$ cat config.mk
export PLATFORM = sky130hd
export DESIGN_NAME = mat_row_writer_flat
export DESIGN_NICKNAME = d
export VERILOG_FILES = /design/src/rtl/mat_row_writer_if.sv /design/src/rtl/mat_row_writer.sv /design/src/flat_wrapper.sv
export SDC_FILE = /design/constraint.sdc
export NUM_CORES = 1
export LEC_CHECK = 0
export ABC_AREA = 1
export ABC_CLOCK_PERIOD_IN_PS = 3100
export CAP_MARGIN = 20
export CORE_ASPECT_RATIO = 2
export CORE_UTILIZATION = 39
export CTS_BUF_LIST = sky130_fd_sc_hd__clkbuf_8
export CTS_CLUSTER_DIAMETER = 30
export DETAILED_ROUTE_END_ITERATION = 8
export PLACE_DENSITY = 0.65
export SYNTH_ARGS = -nofsm -noshare
export SYNTH_HDL_FRONTEND = slang
export SYNTH_SLANG_ARGS = --single-unit
$ cat constraint.sdc
create_clock -name clk -period 3.1 [get_ports clk]
set_clock_uncertainty 0.15 [all_clocks]
set_input_delay 0.465 -clock clk [delete_from_list [all_inputs] [get_ports clk]]
set_output_delay 0.465 -clock clk [all_outputs]
set_load 0.02 [all_outputs]
$ cat src/rtl/mat_row_writer_if.sv
// Row-in / memory-write-out bus for the matrix row writer.
// master = op unit plus memory side, slave = mat_row_writer.
interface mat_row_writer_if #(
  parameter int COLS   = 5,
  parameter int ELEM_W = 8,
  parameter int ADDR_W = 8
);
  logic [COLS*ELEM_W-1:0] in_row;
  logic                   in_ovf;
  logic                   in_valid;
  logic                   in_ready;
  logic                   mem_wr_en;
  logic [ADDR_W-1:0]      mem_addr;
  logic [ELEM_W-1:0]      mem_wr_data;
  logic                   mem_ready;

  modport master (
    output in_row, in_ovf, in_valid, mem_ready,
    input  in_ready, mem_wr_en, mem_addr, mem_wr_data
  );

  modport slave (
    input  in_row, in_ovf, in_valid, mem_ready,
    output in_ready, mem_wr_en, mem_addr, mem_wr_data
  );
endinterface

$ cat src/rtl/mat_row_writer.sv
// Drain side of the matrix ALU row path: serialises ROWS packed rows into element writes.
// Optional MAT_WR_SAT_EN: rows flagged with overflow have 8'h80-style elements written as max positive.
module mat_row_writer #(
  parameter int ROWS   = 5,
  parameter int COLS   = 5,
  parameter int ELEM_W = 8,
  parameter int ADDR_W = 8
) (
  input  logic              clk,
  input  logic              rst,
  input  logic              start,
  input  logic [ADDR_W-1:0] base_addr,
  mat_row_writer_if.slave   bus,
  output logic              busy,
  output logic              done,
  output logic              ovf_sticky
);

  localparam int RW    = COLS*ELEM_W;
  localparam int ROW_W = (ROWS > 1) ? $clog2(ROWS) : 1;
  localparam int COL_W = (COLS > 1) ? $clog2(COLS) : 1;

  typedef enum logic [1:0] {IDLE, WAIT_ROW, WRITE, FINISH} state_t;

  state_t            state, state_nxt;
  logic [ADDR_W-1:0] base_q;
  logic [ROW_W-1:0]  row_cnt;
  logic [COL_W-1:0]  col_cnt;
  logic [RW-1:0]     row_q;
  logic              sticky_q;
  logic              last_col, last_row;
  logic [ELEM_W-1:0] elem, elem_out;
  logic [ADDR_W-1:0] addr_calc;

  assign last_col = (col_cnt == COL_W'(COLS-1));
  assign last_row = (row_cnt == ROW_W'(ROWS-1));

  // The latched row shifts left on every accepted write, so the current element is always on top
  assign elem = row_q[RW-1 -: ELEM_W];

`ifdef MAT_WR_SAT_EN
  logic row_ovf_q;
  assign elem_out = (row_ovf_q && elem == {1'b1, {(ELEM_W-1){1'b0}}})
                  ? {1'b0, {(ELEM_W-1){1'b1}}} : elem;
`else
  assign elem_out = elem;
`endif

  assign addr_calc = base_q + ADDR_W'(row_cnt) * ADDR_W'(COLS) + ADDR_W'(col_cnt);

  always_ff @(posedge clk) begin
    if (rst) begin
      state    <= IDLE;
      base_q   <= '0;
      row_cnt  <= '0;
      col_cnt  <= '0;
      row_q    <= '0;
      sticky_q <= 1'b0;
    end else begin
      state <= state_nxt;
      case (state)
        IDLE: begin
          if (start) begin
            base_q   <= base_addr;
            row_cnt  <= '0;
            sticky_q <= 1'b0;
          end
        end
        WAIT_ROW: begin
          if (bus.in_valid) begin
            row_q    <= bus.in_row;
            sticky_q <= sticky_q | bus.in_ovf;
            col_cnt  <= '0;
          end
        end
        WRITE: begin
          if (bus.mem_ready) begin
            row_q <= row_q << ELEM_W;
            if (last_col) begin
              col_cnt <= '0;
              row_cnt <= last_row ? '0 : row_cnt + 1'b1;
            end else begin
              col_cnt <= col_cnt + 1'b1;
            end
          end
        end
        default: ;
      endcase
    end
  end

`ifdef MAT_WR_SAT_EN
  always_ff @(posedge clk) begin
    if (rst)
      row_ovf_q <= 1'b0;
    else if (state == WAIT_ROW && bus.in_valid)
      row_ovf_q <= bus.in_ovf;
  end
`endif

  // Outputs are decoded from state only; address and data are forced to zero outside WRITE
  always_comb begin
    state_nxt       = state;
    busy            = 1'b1;
    done            = 1'b0;
    bus.in_ready    = 1'b0;
    bus.mem_wr_en   = 1'b0;
    bus.mem_addr    = '0;
    bus.mem_wr_data = '0;
    case (state)
      IDLE: begin
        busy = 1'b0;
        if (start) state_nxt = WAIT_ROW;
      end
      WAIT_ROW: begin
        bus.in_ready = 1'b1;
        if (bus.in_valid) state_nxt = WRITE;
      end
      WRITE: begin
        bus.mem_wr_en   = 1'b1;
        bus.mem_addr    = addr_calc;
        bus.mem_wr_data = elem_out;
        if (bus.mem_ready && last_col)
          state_nxt = last_row ? FINISH : WAIT_ROW;
      end
      FINISH: begin
        done      = 1'b1;
        state_nxt = IDLE;
      end
      default: state_nxt = IDLE;
    endcase
  end

  assign ovf_sticky = sticky_q;

endmodule

$ cat src/flat_wrapper.sv
// flat-port wrapper written by rule: the top's interface ports become plain ports
module mat_row_writer_flat 
#(
  parameter int ROWS   = 5,
  parameter int COLS   = 5,
  parameter int ELEM_W = 8,
  parameter int ADDR_W = 8
)
  (clk, rst, start, base_addr, busy, done, ovf_sticky, bus_in_row, bus_in_ovf, bus_in_valid, bus_mem_ready, bus_in_ready, bus_mem_wr_en, bus_mem_addr, bus_mem_wr_data);
  mat_row_writer_if #(.COLS(COLS), .ELEM_W(ELEM_W), .ADDR_W(ADDR_W)) bus_i ();
  input  logic clk;
  input  logic rst;
  input  logic start;
  input  logic [ADDR_W-1:0] base_addr;
  output logic busy;
  output logic done;
  output logic ovf_sticky;
  input wire logic [$bits(bus_i.in_row)-1:0] bus_in_row;
  input wire logic [$bits(bus_i.in_ovf)-1:0] bus_in_ovf;
  input wire logic [$bits(bus_i.in_valid)-1:0] bus_in_valid;
  input wire logic [$bits(bus_i.mem_ready)-1:0] bus_mem_ready;
  output wire logic [$bits(bus_i.in_ready)-1:0] bus_in_ready;
  output wire logic [$bits(bus_i.mem_wr_en)-1:0] bus_mem_wr_en;
  output wire logic [$bits(bus_i.mem_addr)-1:0] bus_mem_addr;
  output wire logic [$bits(bus_i.mem_wr_data)-1:0] bus_mem_wr_data;
  assign bus_i.in_row = bus_in_row;
  assign bus_i.in_ovf = bus_in_ovf;
  assign bus_i.in_valid = bus_in_valid;
  assign bus_i.mem_ready = bus_mem_ready;
  assign bus_in_ready = bus_i.in_ready;
  assign bus_mem_wr_en = bus_i.mem_wr_en;
  assign bus_mem_addr = bus_i.mem_addr;
  assign bus_mem_wr_data = bus_i.mem_wr_data;
  mat_row_writer #(.ROWS(ROWS), .COLS(COLS), .ELEM_W(ELEM_W), .ADDR_W(ADDR_W)) u_core (.clk(clk), .rst(rst), .start(start), .base_addr(base_addr), .bus(bus_i), .busy(busy), .done(done), .ovf_sticky(ovf_sticky));
endmodule
# Yosys cells after proc, flatten, opt, wreduce, memory -nomap -nowiden
# Cells that the tools add are included.
# W data, S select, Z words.
[totals]
ff_bits = 57
latch_bits = 0
ram_bits = 0
mem_bits_ro = 0
inputBits = 54
output_inout_bits = 21
word_cells = 58
mem_count = 0
[op_classes]
addsub = 4
n_mul = 1
n_div = 0
order_cmp = 0
n_eq_ne = 10
n_shift = 0
mux = 26
bitwise = 1
n_reduce_logical = 10
[op_table]
columns = ["cell", "count"]
rows = [
  ["$mux W40", 2],
  ["$pmux W40 S2", 1],
  ["$mux W3", 7],
  ["$mux W8", 2],
  ["$pmux W3 S2", 2],
  ["$reduce_and A3 Y1", 3],
  ["$add A8 B3 Y8", 1],
  ["$add A8 B6 Y8", 1],
  ["$mux W2", 4],
  ["$pmux W2 S4", 1],
  ["$add A3 B1 Y3 const B", 2],
  ["$eq A3 B3 Y1 const B", 2],
  ["$mul A3 B3 Y6 const B", 1],
  ["$mux W1", 6],
  ["$ne A2 B2 Y1 const B", 3],
  ["$reduce_bool A2 Y1", 3],
  ["$eq A2 B2 Y1 const B", 2],
  ["$ne A2 B1 Y1 const B", 2],
  ["$reduce_and A4 Y1", 1],
  ["$eq A2 B1 Y1 const B", 1],
  ["$logic_not A2 Y1", 1],
  ["$pmux W1 S2", 1],
  ["$reduce_and A2 Y1", 1],
  ["$logic_and A1 B1 Y1", 1],
  ["$or A1 B1 Y1", 1],
]

# Depth between registers and ports, before layout
[logic_depth]
depth_word = 5
ltp_mapped = 14
mapped_depth_nobuf = 14

# Least setup slack after synthesis
# Ideal clock, no wire load.
[synth_path]
kind = "register to output"
from = "register u_core.row_cnt[0]"
to = "output bus_mem_addr[7]"
arrival_ps = 2511
required_ps = 2485
slack_ps = -26
path_stages_with_launch = 13
n_path_buf = 0
path_cell_list = "dfxtp_1 -> ha_1 -> ha_1 -> inv_1 -> fa_1 -> fa_1 -> inv_1 -> nand2_1 -> nand2_1 -> nand3_1 -> nand3_1 -> nand2_1 -> nor2_1"
[synth_via]
elab_chain_cells = 4
[synth_lines]
columns = ["element", "line", "source"]
rows = [
  ["start, declared", "mat_row_writer.sv:27", "logic [ROW_W-1:0] row_cnt;"],
  ["start signal, assigned", "mat_row_writer.sv:81", "row_cnt <= last_row ? '0 : row_cnt + 1'b1;"],
  ["$mul A3 B3 Y6", "mat_row_writer.sv:49", "assign addr_calc = base_q + ADDR_W'(row_cnt) * ADDR_W'(COLS) + ADDR_W'(col_cnt);"],
  ["$add A8 B6 Y8", "mat_row_writer.sv:49", ""],
  ["$add A8 B3 Y8", "mat_row_writer.sv:49", ""],
  ["$mux W8", "mat_row_writer.sv:110", "case (state)"],
  ["end, declared", "flat_wrapper.sv:24", "output wire logic [$bits(bus_i.mem_addr)-1:0] bus_mem_addr;"],
]
# No other way between the ends.

# Worst setup path in the final report
# Same ends and word-level chain as after synthesis.

==> results by group <==
Yosys
  – Distinct cell type count after synthesis: 27
  – Syn avg cell area: 6.68 sq um
  – Register bit total from synthesis: 57
  – Most frequent cells after synthesis: nand2_1, nor2_1, dfxtp_1
  – Synth Warn #: 0
  – Syn_nets: approximately 570
  – Top FF cell, synth: dfxtp_1
  – Post-synthesis sequential area ratio: 34.7%
  – EDFF count, synth: 0
  – Mapped cell area: 3290 sq um
  – Area contributors post-synth: dfxtp_1, nand2_1, nor2_1
  – Syn Inst Count: a little under 500
  – Top cell type's share of synthesized area: 34.7%
  – Cell taking the most area after synthesis: dfxtp_1
  – Count leader, synth: nand2_1
  – FFs w/ async S/R, synth: 0%

Clocking
  – H-tree Lvls: 3
  – Sink Count: 57
  – Num CTS Buffers: 9
  – CTS root buf: clkbuf_8
  – Reg clk slew, reported paths: roughly 0.06 ns
  – Hold buffer count at cts: 0
  – CTS tree: built
  – Worst-Skew Late Latency: 0.34 ns
  – Max Root-Sink Buffers: 2

Global route
  – Antenna violations before repair: 0
  – Pin count of the biggest net entering global routing: 43
  – Grt ovf: 0
  – All-Layer GR Usage: 19.4%
  – First-pass GRT wire length: 13,200 um
  – Vias in the first global route: 3,020

Floorplanning
  – Ports: 75
  – Row count: between 40 and 50
  – Die width: approximately 67 um
  – Die Y: ~130 um
  – Die Area: roughly 9000 sq um
  – Initial Util: around 40%
  – Core ar.: 8230 sq um

Drt
  – Vias per cell: between 4 and 5
  – Residual DRC: 0
  – Final wirelength: approximately 8000 um
  – First-pass iteration count of the detailed router: 6
  – DRT iter0 DRCs: ~120
  – Top sig layer: met4
  – Met1 WL: 3140 um
  – Routed wire per std cell: around 12 um
  – Vias: approximately 3,200
  – DR WL met3: between 200 and 250 um
  – ANT nets after route: 0
  – Detail Route met2 WL: ~4500 um

Worst hold path
  – Hold depth: 2
  – Hold_sp: u_core.ovf_sticky
  – Hold Path Sink: u_core.ovf_sticky
  – Hold Path Class: register to register

STA
  – Max transition margin: 72.2%
  – RSZ-0062 raised after global routing: yes
  – # setup viols final: 5
  – F_max: between 200 and 300 MHz
  – Setup ws final: -0.246 ns
  – Count of final hold-check violations: 0
  – Tmin final: 3.35 ns
  – Slew @ Worst Pin: ~0.42 ns
  – Fin Hold WS: approximately 0.3 ns
  – Final period util: 108%
  – Max Slew Vio Count: 0

Worst setup path
  – Largest stage delay on the critical path: between 0.4 and 0.5 ns
  – CP Cell Sequence: ha_4 -> ha_4 -> inv_2 -> fa_2 -> fa_2 -> inv_2 -> nand2_2 -> nand2_2 -> nand3_2 -> a21oi_2 -> nor2_2 -> buf_6
  – R2r startpoint: u_core.state[1]
  – Top fanout value on the critical path: 2
  – Worst setup SP type: register
  – Critical Path RT: about 2.5 ns
  – Crit path kind: register to output port
  – Stages on worst setup path: 12
  – Origin of the worst setup path: u_core.row_cnt[0]
  – WP buf/inv: 3
  – R2r worst-path depth: 8
  – Worst Setup End Kind: output port
  – Critical Path AT: 2.73 ns
  – Delay-heaviest family, CP: adder cells
  – R2r endpoint: u_core.row_cnt[1]
  – Crit-path slowest cell: fa_2
  – Reg2Reg Setup Slack: between 1 and 1.5 ns

Run status
  – Status: finished, violations left
  – Failing checks: setup timing

Placement
  – IO buf count: 74
  – Post-DP HPWL: around 5500 um
  – Pre-CTS WS: -0.521 ns
  – GPL Wtd Cong: around 0.82
  – Cell count after placement: approximately 660

Finish
  – ANT cells: 0
  – Area grow syn2layout: 36.8%
  – FF/Latch Area: around 1100 sq um
  – Filler cells: between 800 and 900
  – Cell Count, Final, Fillers Out: ~680
  – Layout cells sized above 1: about 17%
  – Final net count: 650
  – Multi-input logic area: between 1500 and 2000 sq um

Job
  – Max cap viols: 0

Power and ir drop
  – Power density over the cells: 470 nW/um^2
  – VDD IR-drop max: roughly 0.00032 V
  – Tot Pwr: 2.12 mW
  – Leakage power total: between 2 and 2.5 nW
sequential cells by signal, summed over array words and instances, names as in the netlist:
name and count:
u_core.row_cnt 3, u_core.row_q 40, u_core.col_cnt 3, u_core.state 2
u_core.base_q 8, u_core.ovf_sticky 1
where the power goes:
| part | total, mW | leakage (nW) | switching, mW | internal, mW |
|---|---|---|---|---|
| Clock | 0.718 | 0.115 | 0.289 | 0.430 |
| Sequential | 0.849 | 0.468 | 0.0403 | 0.809 |
| Combinational | 0.549 | 1.52 | 0.316 | 0.233 |
| Total | 2.12 | 2.10 | 0.645 | 1.47 |
per-stage QoR:
stage | cell area (sq um) | TNS, ns | utilization [%]
3_3_place_gp | 4100 | -1.75 | 49.8
4_1_cts | 4400 | -0.789 | 53.4
5_1_grt | 4500 | -1.26 | 54.6
2_1_floorplan | 3290 | 0 | -
6_report | 4500 | -0.798 | 54.6
3_5_place_dp | 4100 | -2.07 | 49.8
cells by family after synthesis:
| logic type | count (synthesis) | synth area share (%) |
|---|---|---|
| AND/OR/NAND/NOR | 271 | 33.1 |
| buffers and inverters | 75 | 11.5 |
| AO/OA/AOI/OAI | 66 | 11.0 |
| flip-flops | 57 | 34.7 |
| adder cells (fa/ha/maj) | 23 | 9.67 |
how the worst max path moves through the flow:
stage,endpoint
2_1_floorplan,bus_mem_addr[7]
3_3_place_gp,bus_mem_addr[7]
3_5_place_dp,bus_mem_addr[7]
4_1_cts,bus_mem_addr[7]
5_1_grt,bus_mem_addr[7]
6_report,bus_mem_addr[7]
worst register-to-register path, stage by stage (launching register included):
cell and delay [ns]:
dfxtp_1 0.48, nand2_4 0.21, clkinv_2 0.17, buf_4 0.39, nand2_1 0.20, nand2_1 0.16
nand2_1 0.06, nand2_1 0.07, nor2_1 0.04
area by class of cell:
type / count / share of cell area, %
Inverter: 53 / 4.62
Multi-Input combinational cell: 360 / 43.1
Tap cell: 98 / 2.73
Timing Repair Buffer: 92 / 19.4
Sequential cell: 57 / 25.5
Clock inverter: 4 / 0.946
Clock buffer: 12 / 3.67
cell usage in the layout (no fill, tap or decap), types with 9 or more instances in the layout:
| master | netlist | final |
|---|---|---|
| nor2_1 | 99 | 96 |
| nand3_1 | 14 | 11 |
| inv_1 | 48 | 43 |
| buf_4 | 2 | 20 |
| nand2_1 | 142 | 137 |
| a21oi_2 | 8 | 9 |
| nand2_2 | 9 | 14 |
| o21ai_0 | 42 | 42 |
| a21oi_1 | 16 | 14 |
| ha_1 | 19 | 10 |
| dfxtp_1 | 57 | 53 |
| clkdlybuf4s50_1 | 0 | 67 |
| ha_4 | 0 | 9 |
| clkbuf_8 | 0 | 12 |
per-layer routing:
metal,up-vias,global-route usage [%]
li1,1680,-
met1,1440,20.7
met2,61,34.9
met3,16,3.72
met4,0,8.75
met5,-,0
timing repair:
action | 4_1_cts | 5_1_grt
endpoints found under the setup margin | 7 | 6
gates cloned | 0 | 0
gates resized for setup | 54 | 19
pin swaps | 13 | 10
buffers inserted | 2 | 1
No activity file was read; power rests on OpenSTA's default activity.
